==> src/rtl/des_pkg.sv <==
// Shared DES S-box definitions: widths, FSM state type and the eight FIPS 46-3
// substitution tables. Each table holds 64 nibbles, row-major, entry 0 in the MSBs.
package des_pkg;

  localparam int SBOX_IN_W  = 6;
  localparam int SBOX_OUT_W = 4;
  localparam int NUM_SBOX   = 8;

  typedef enum logic [1:0] {
    ST_IDLE = 2'd0,
    ST_BUSY = 2'd1,
    ST_DONE = 2'd2
  } state_t;

  // Row is the outer bit pair {a,f}, column the inner four bits {b,c,d,e}.
  function automatic logic [SBOX_OUT_W-1:0] sbox_lookup(input logic [2:0] box_idx,
                                                        input logic [SBOX_IN_W-1:0] six);
    logic [255:0] tbl;
    logic [5:0]   idx;
    logic [7:0]   base;
    idx = {six[5], six[0], six[4:1]};
    case (box_idx)
      3'd0: tbl = {64'hE4D12FB83A6C5907, 64'h0F74E2D1A6CB9538,
                   64'h41E8D62BFC973A50, 64'hFC8249175B3EA06D};
      3'd1: tbl = {64'hF18E6B34972DC05A, 64'h3D47F28EC01A69B5,
                   64'h0E7BA4D158C6932F, 64'hD8A13F42B67C05E9};
      3'd2: tbl = {64'hA09E63F51DC7B428, 64'hD70934A6285ECBF1,
                   64'hD6498F30B12C5AE7, 64'h1AD069874FE3B52C};
      3'd3: tbl = {64'h7DE3069A1285BC4F, 64'hD8B56F03472C1AE9,
                   64'hA690CB7DF13E5284, 64'h3F06A1D8945BC72E};
      3'd4: tbl = {64'h2C417AB6853FD0E9, 64'hEB2C47D150FA3986,
                   64'h421BAD78F9C5630E, 64'hB8C71E2D6F09A453};
      3'd5: tbl = {64'hC1AF92680D34E75B, 64'hAF427C9561DE0B38,
                   64'h9EF528C3704A1DB6, 64'h432C95FABE17608D};
      3'd6: tbl = {64'h4B2EF08D3C975A61, 64'hD0B7491AE35C2F86,
                   64'h14BDC37EAF680592, 64'h6BD814A7950FE23C};
      3'd7: tbl = {64'hD2846FB1A93E50C7, 64'h1FD8A374C56B0E92,
                   64'h7B419CE206ADF358, 64'h21E74A8DFC90356B};
      default: tbl = '0;
    endcase
    base = 8'd255 - {idx, 2'b00};
    return tbl[base -: 4];
  endfunction

endpackage

==> src/rtl/des_sbox_seq_lut.sv <==
// One combinational S-box lane; the box number is a run-time input so a lane
// can serve a different box on every step.
module sbox_lut
  import des_pkg::*;
(
  input  logic [2:0]            box_idx,
  input  logic [SBOX_IN_W-1:0]  six,
  output logic [SBOX_OUT_W-1:0] dout
);

  assign dout = sbox_lookup(box_idx, six);

endmodule

==> src/rtl/des_sbox_seq.sv <==
// Sequential DES S-box stage: LANES lookups per cycle over STEPS cycles, results
// gathered MSB-first in an accumulator that doubles as the output register.
module des_sbox_seq
  import des_pkg::*;
#(
  parameter int LANES = 1
) (
  input  logic        clk,
  input  logic        rst_n,
  input  logic        in_valid,
  output logic        in_ready,
  input  logic [47:0] in_data,
  output logic        out_valid,
  input  logic        out_ready,
  output logic [31:0] out_data,
  output logic        busy
);

  localparam int STEPS  = NUM_SBOX / LANES;
  localparam int STEP_W = (STEPS > 1) ? $clog2(STEPS) : 1;
  localparam int LW     = LANES * SBOX_OUT_W;

  if (LANES != 1 && LANES != 2 && LANES != 4 && LANES != 8) begin : g_bad_lanes
    $error("des_sbox_seq: LANES must be 1, 2, 4 or 8");
  end

  state_t            state;
  state_t            state_next;
  logic [STEP_W-1:0] step;
  logic [47:0]       hold;
  logic [31:0]       acc;
  logic [LW-1:0]     lane_bits;
  logic              accept;
  logic              last_step;

  // The holding register shifts left each step, so lane l always reads a fixed slice.
  for (genvar l = 0; l < LANES; l++) begin : g_lane
    logic [2:0] box;
    assign box = 3'(32'(step) * LANES + l);
    sbox_lut u_lut (
      .box_idx (box),
      .six     (hold[47-6*l -: 6]),
      .dout    (lane_bits[LW-1-4*l -: 4])
    );
  end

  assign last_step = (step == STEP_W'(STEPS - 1));
  assign accept    = in_valid && in_ready;
  assign out_valid = (state == ST_DONE);
  assign busy      = (state == ST_BUSY);
  assign out_data  = acc;

  always_comb begin
    state_next = state;
    in_ready   = 1'b0;
    case (state)
      ST_IDLE: begin
        in_ready = 1'b1;
        if (in_valid) state_next = ST_BUSY;
        else          state_next = ST_IDLE;
      end
      ST_BUSY: begin
        if (last_step) state_next = ST_DONE;
        else           state_next = ST_BUSY;
      end
      ST_DONE: begin
        // Pass-through: a consumer draining the result frees the unit this cycle.
        in_ready = out_ready;
        if (out_ready) state_next = in_valid ? ST_BUSY : ST_IDLE;
        else           state_next = ST_DONE;
      end
      default: begin
        state_next = ST_IDLE;
      end
    endcase
  end

  always_ff @(posedge clk) begin
    if (!rst_n) begin
      state <= ST_IDLE;
      step  <= '0;
      hold  <= '0;
      acc   <= '0;
    end else begin
      state <= state_next;
      if (accept) begin
        hold <= in_data;
        step <= '0;
      end else if (state == ST_BUSY) begin
        hold <= hold << (6 * LANES);
        step <= step + STEP_W'(1);
        acc  <= (acc << LW) | 32'(lane_bits);
      end
    end
  end

endmodule

==> config.mk <==
export PLATFORM = sky130hd
export DESIGN_NAME = des_sbox_seq
export DESIGN_NICKNAME = d
export VERILOG_FILES = /design/src/rtl/des_pkg.sv /design/src/rtl/des_sbox_seq_lut.sv /design/src/rtl/des_sbox_seq.sv
export SDC_FILE = /design/constraint.sdc
export NUM_CORES = 1
export LEC_CHECK = 0
export ABC_AREA = 0
export CORE_ASPECT_RATIO = 0.7
export CORE_MARGIN = 3
export CORE_UTILIZATION = 30
export DETAILED_ROUTE_END_ITERATION = 8
export PLACE_DENSITY_LB_ADDON = 0.1
export SETUP_SLACK_MARGIN = 0.15
export SLEW_MARGIN = 20
export SYNTH_ARGS = -nofsm -noshare
export SYNTH_HDL_FRONTEND = slang
export SYNTH_HIERARCHICAL = 1
export SYNTH_SLANG_ARGS = --single-unit
==> constraint.sdc <==
create_clock -name clk -period 3.94 [get_ports clk]
set_clock_uncertainty 0.1 [all_clocks]
set_input_delay 0.985 -clock clk [delete_from_list [all_inputs] [get_ports clk]]
set_output_delay 0.985 -clock clk [all_outputs]
set_load 0.01 [all_outputs]
==> metrics.md <==
| Metric | Value |
|---|---|
| Reg2reg end | out_data[0] |
| Pwr/cell area | 315.2 mW/mm^2 |
| Std cell rows | 46 |
| Sw power | 0.9783 mW |
| Postcts setup bufs | 0 |
| Register bit count reported by yosys | 85 |
| Share of cells above drive strength 1 | 8.984% |
| Detailed Route WL | 30,990 microns |
| CP Capture Type | primary output |
| RSZ-0062 raised after global routing | no |
| Worst vdd ir | 0.2182 mV |
| Leak | 2.802 nW |
| Nets | 1,086 |
| Switching part of the total | 36.75% |
| CP Launch Type | input port |
| Leading area contributor after synthesis | dfxtp_1 |
| Ranking of synthesized cells by area | dfxtp_1 24%, nand2_1 9.8%, o31ai_1 5.5%, a31oi_1 5.1%, buf_2 4.3% |
| Chip Height | 135.0 microns |
| DP Area | 0.008153 sq mm |
| Max Cap Viol | 0 |
| Tot GR Track Use | 23.37% |
| Sequential area share after synthesis | 23.84% |
| Yosys warns | 6 |
| Cell internal pwr | 1.684 mW |
| Drt first pass iters | 8 |
| Post-synth EDFFs | 0 |
| Most common cell in the netlist | nand2_1 |
| Final Max Tran Viols | 0 |
| Total die area | 0.02571 sq mm |
| Final hold violation count | 0 |
| Crit. Startpoint | out_ready |
| Setup ws final | 0.5362 ns |
| Top-area cell type share of the netlist area | 23.84% |
| Total negative slack | 0 ns |
| R2r worst-path depth | 11 |
| Worst Path Max Fanout | 2 |
| Hold Slack | 0.3651 ns |
| Reg2reg setup slack | 0.65 ns |
| TritonCTS clock tree | built |
| Clock slew seen by the registers of the worst setup and hold paths | 0.07 ns |
| Simple-gate share of the synthesized area | 24.88% |
| Initial Util | 31.00% |
| Vias per Instance | 6.106 |
| Number of global-route vias before repair | 7,395 |
| Status | complete, no violations |
| I/O pin count | 87 |
| Post-Syn Area | 0.007137 sq mm |
| Final setup fails | 0 |
| Mux contribution to synthesized area | 1.665% |
| Clock power frac | 31.5% |
| Final instance area | 0.008446 sq mm |
| H-tree levels | 3 |
| Tot Pwr | 2.662 mW |
| Util after Layout | 36.68% |
| Antenna viol nets, final | 0 |
| Layout overhead on the synthesized area | 18.34% |
| CTS Root Cell | clkbuf_16 |
| Initial antenna violation count | 0 |
| Ant diodes | 0 |
| Post-Syn Instances | 993 |
| First-pass GRT wire length | 46,650 microns |
| Worst Hold Depth | 2 |
| Post-cts sizing count | 0 |
| Core footprint | 0.02302 sq mm |
| RR Startpoint | step[1] |
| Achievable Freq | 0.2938 GHz |
| Combinational family with the most area after synthesis | compound AO/OA/AOI/OAI gates |
| Worst EP required | 2.85 ns |
| CP Class | in -> out |
| GP Congestion | 1.025 |
| Combinational share of power | 31.4% |
| Die Wd | 190.4 microns |
| Post-Place Setup Slack | 0.5465 ns |
| Avg Inst Size Synth | 7.187 sq um |
| Skew-Pair Late Insertion Delay | 0.34 ns |
| Synth Area in Compound Gates | 36.94% |
| Finished Layout Cells | 1,336 |
| Hold path start | out_data[11] |
| Drt drc | 0 |
| Post-Syn Nets | 1,060 |
| Clock Tree Buf Depth | 2 |
| Top cells by count, synth | 186 x nand2_1, 85 x dfxtp_1, 62 x buf_2 |
| Critical Path AT | 2.32 ns |
| Largest net degree at the start of global routing | 105 |
| Clk sink count | 85 |
| Worst Setup EP | in_ready |
| Post-DR wirelength/cell | 23.20 microns |
| Iteration-0 DRC count of the detailed router | 1,123 |
| IO buf count | 86 |
| DP Cell Count | 1,320 |
| Worst Hold Class | reg -> reg |
| Minimum clock period | 3.404 ns |
| Post-Synth XOR/XNOR Area | 0.8415% |
| Sequential Power Share | 37.0% |
| Top_reg_cell synth | dfxtp_1 |
| Routed vias | 8,158 |
| Hpwl dp | 21,520 microns |
| Adder-cell share of the synthesized area | 2.630% |
| Synth cell types | 79 |
| TritonCTS buffer count | 9 |
| Hold Buf Count CTS | 0 |
| Fin crit share | 86.39% |
| Slew @ Worst Pin | 0.8835 ns |
| Rel. slew slack | 41.10% |
| Ys async rst share | 0% |
| Overflow left after global routing | 0 |
[layout make-up]
cell class | count | area, sq um
clock buffers | 10 | 239.0
clock inverters | 6 | 53.80
fillers | 2477 | 14580
multi-input cells | 779 | 4791
flip-flops and latches | 85 | 1712
repair buffers | 132 | 1214
inverters | 12 | 46.29
well taps | 312 | 390.4
[power groups by stage]
stage / clock network [mW] / logic [mW] / registers, mW
finish: 0.839 / 0.837 / 0.986
global route: 0.905 / 0.890 / 0.993
CTS: 0.865 / 0.805 / 0.984
detailed placement: 0 / 0.802 / 1.00
global placement: 0 / 0.822 / 1.00
floorplan: 0 / 0.551 / 0.958
[routing by layer]
metal	wire, microns	track usage (%)	vias up
met4	507	4.766	0
met2	11790	29.82	509
li1	-	-	3752
met5	0	0	-
met3	4059	8.692	54
met1	14630	36.32	3843
[worst max-delay path: stages]
cell and delay (ns):
clkdlybuf4s50_1 0.54, nor2b_4 0.06, nor2_1 0.15, clkdlybuf4s50_1 0.58
[placed cells by master, fill, tap and decap left out, types with 7 or more instances in the layout]
cell type        Yosys  layout
o21ai_0             38      38
dfxtp_1             85      81
o211ai_1            21      21
a211oi_1            13      13
ha_1                15      15
a211o_1             10      10
clkdlybuf4s50_1      0      85
a21boi_0             9       9
inv_1               10      10
o31ai_1             52      52
nand2_1            186     186
clkbuf_16            0       9
nor2b_1             20      19
nand2b_1            33      33
nor2_1              28      28
a21boi_1            33      33
nor3_1              22      22
a311oi_1             8       8
a21oi_1             49      49
a31oi_1             58      58
nand3_1             36      36
buf_4               13      45
o311ai_0             7       7
[sequential cells by signal, summed over array words and instances, names as in the netlist]
signal / flops
hold: 48
out_data: 32
state: 2
step: 3
[how the worst min path moves through the flow]
stage | to | slack [ns]
after detailed placement | out_data[28] | 0.35
final | out_data[15] | 0.37
after global placement | out_data[28] | 0.34
after floorplan | hold[44] | 0.34
after global routing | out_data[9] | 0.39
after CTS | out_data[28] | 0.37
[kinds of logic after synthesis]
| group | after synthesis |
|---|---|
| muxes | 9 |
| buffers and inverters | 129 |
| adders and majority gates | 15 |
| AOI/OAI and AO/OA | 374 |
| xor gates and xnor gates | 6 |
| DFF | 85 |
| and+or+nand+nor | 375 |
No activity file was read; power rests on OpenSTA's default activity.
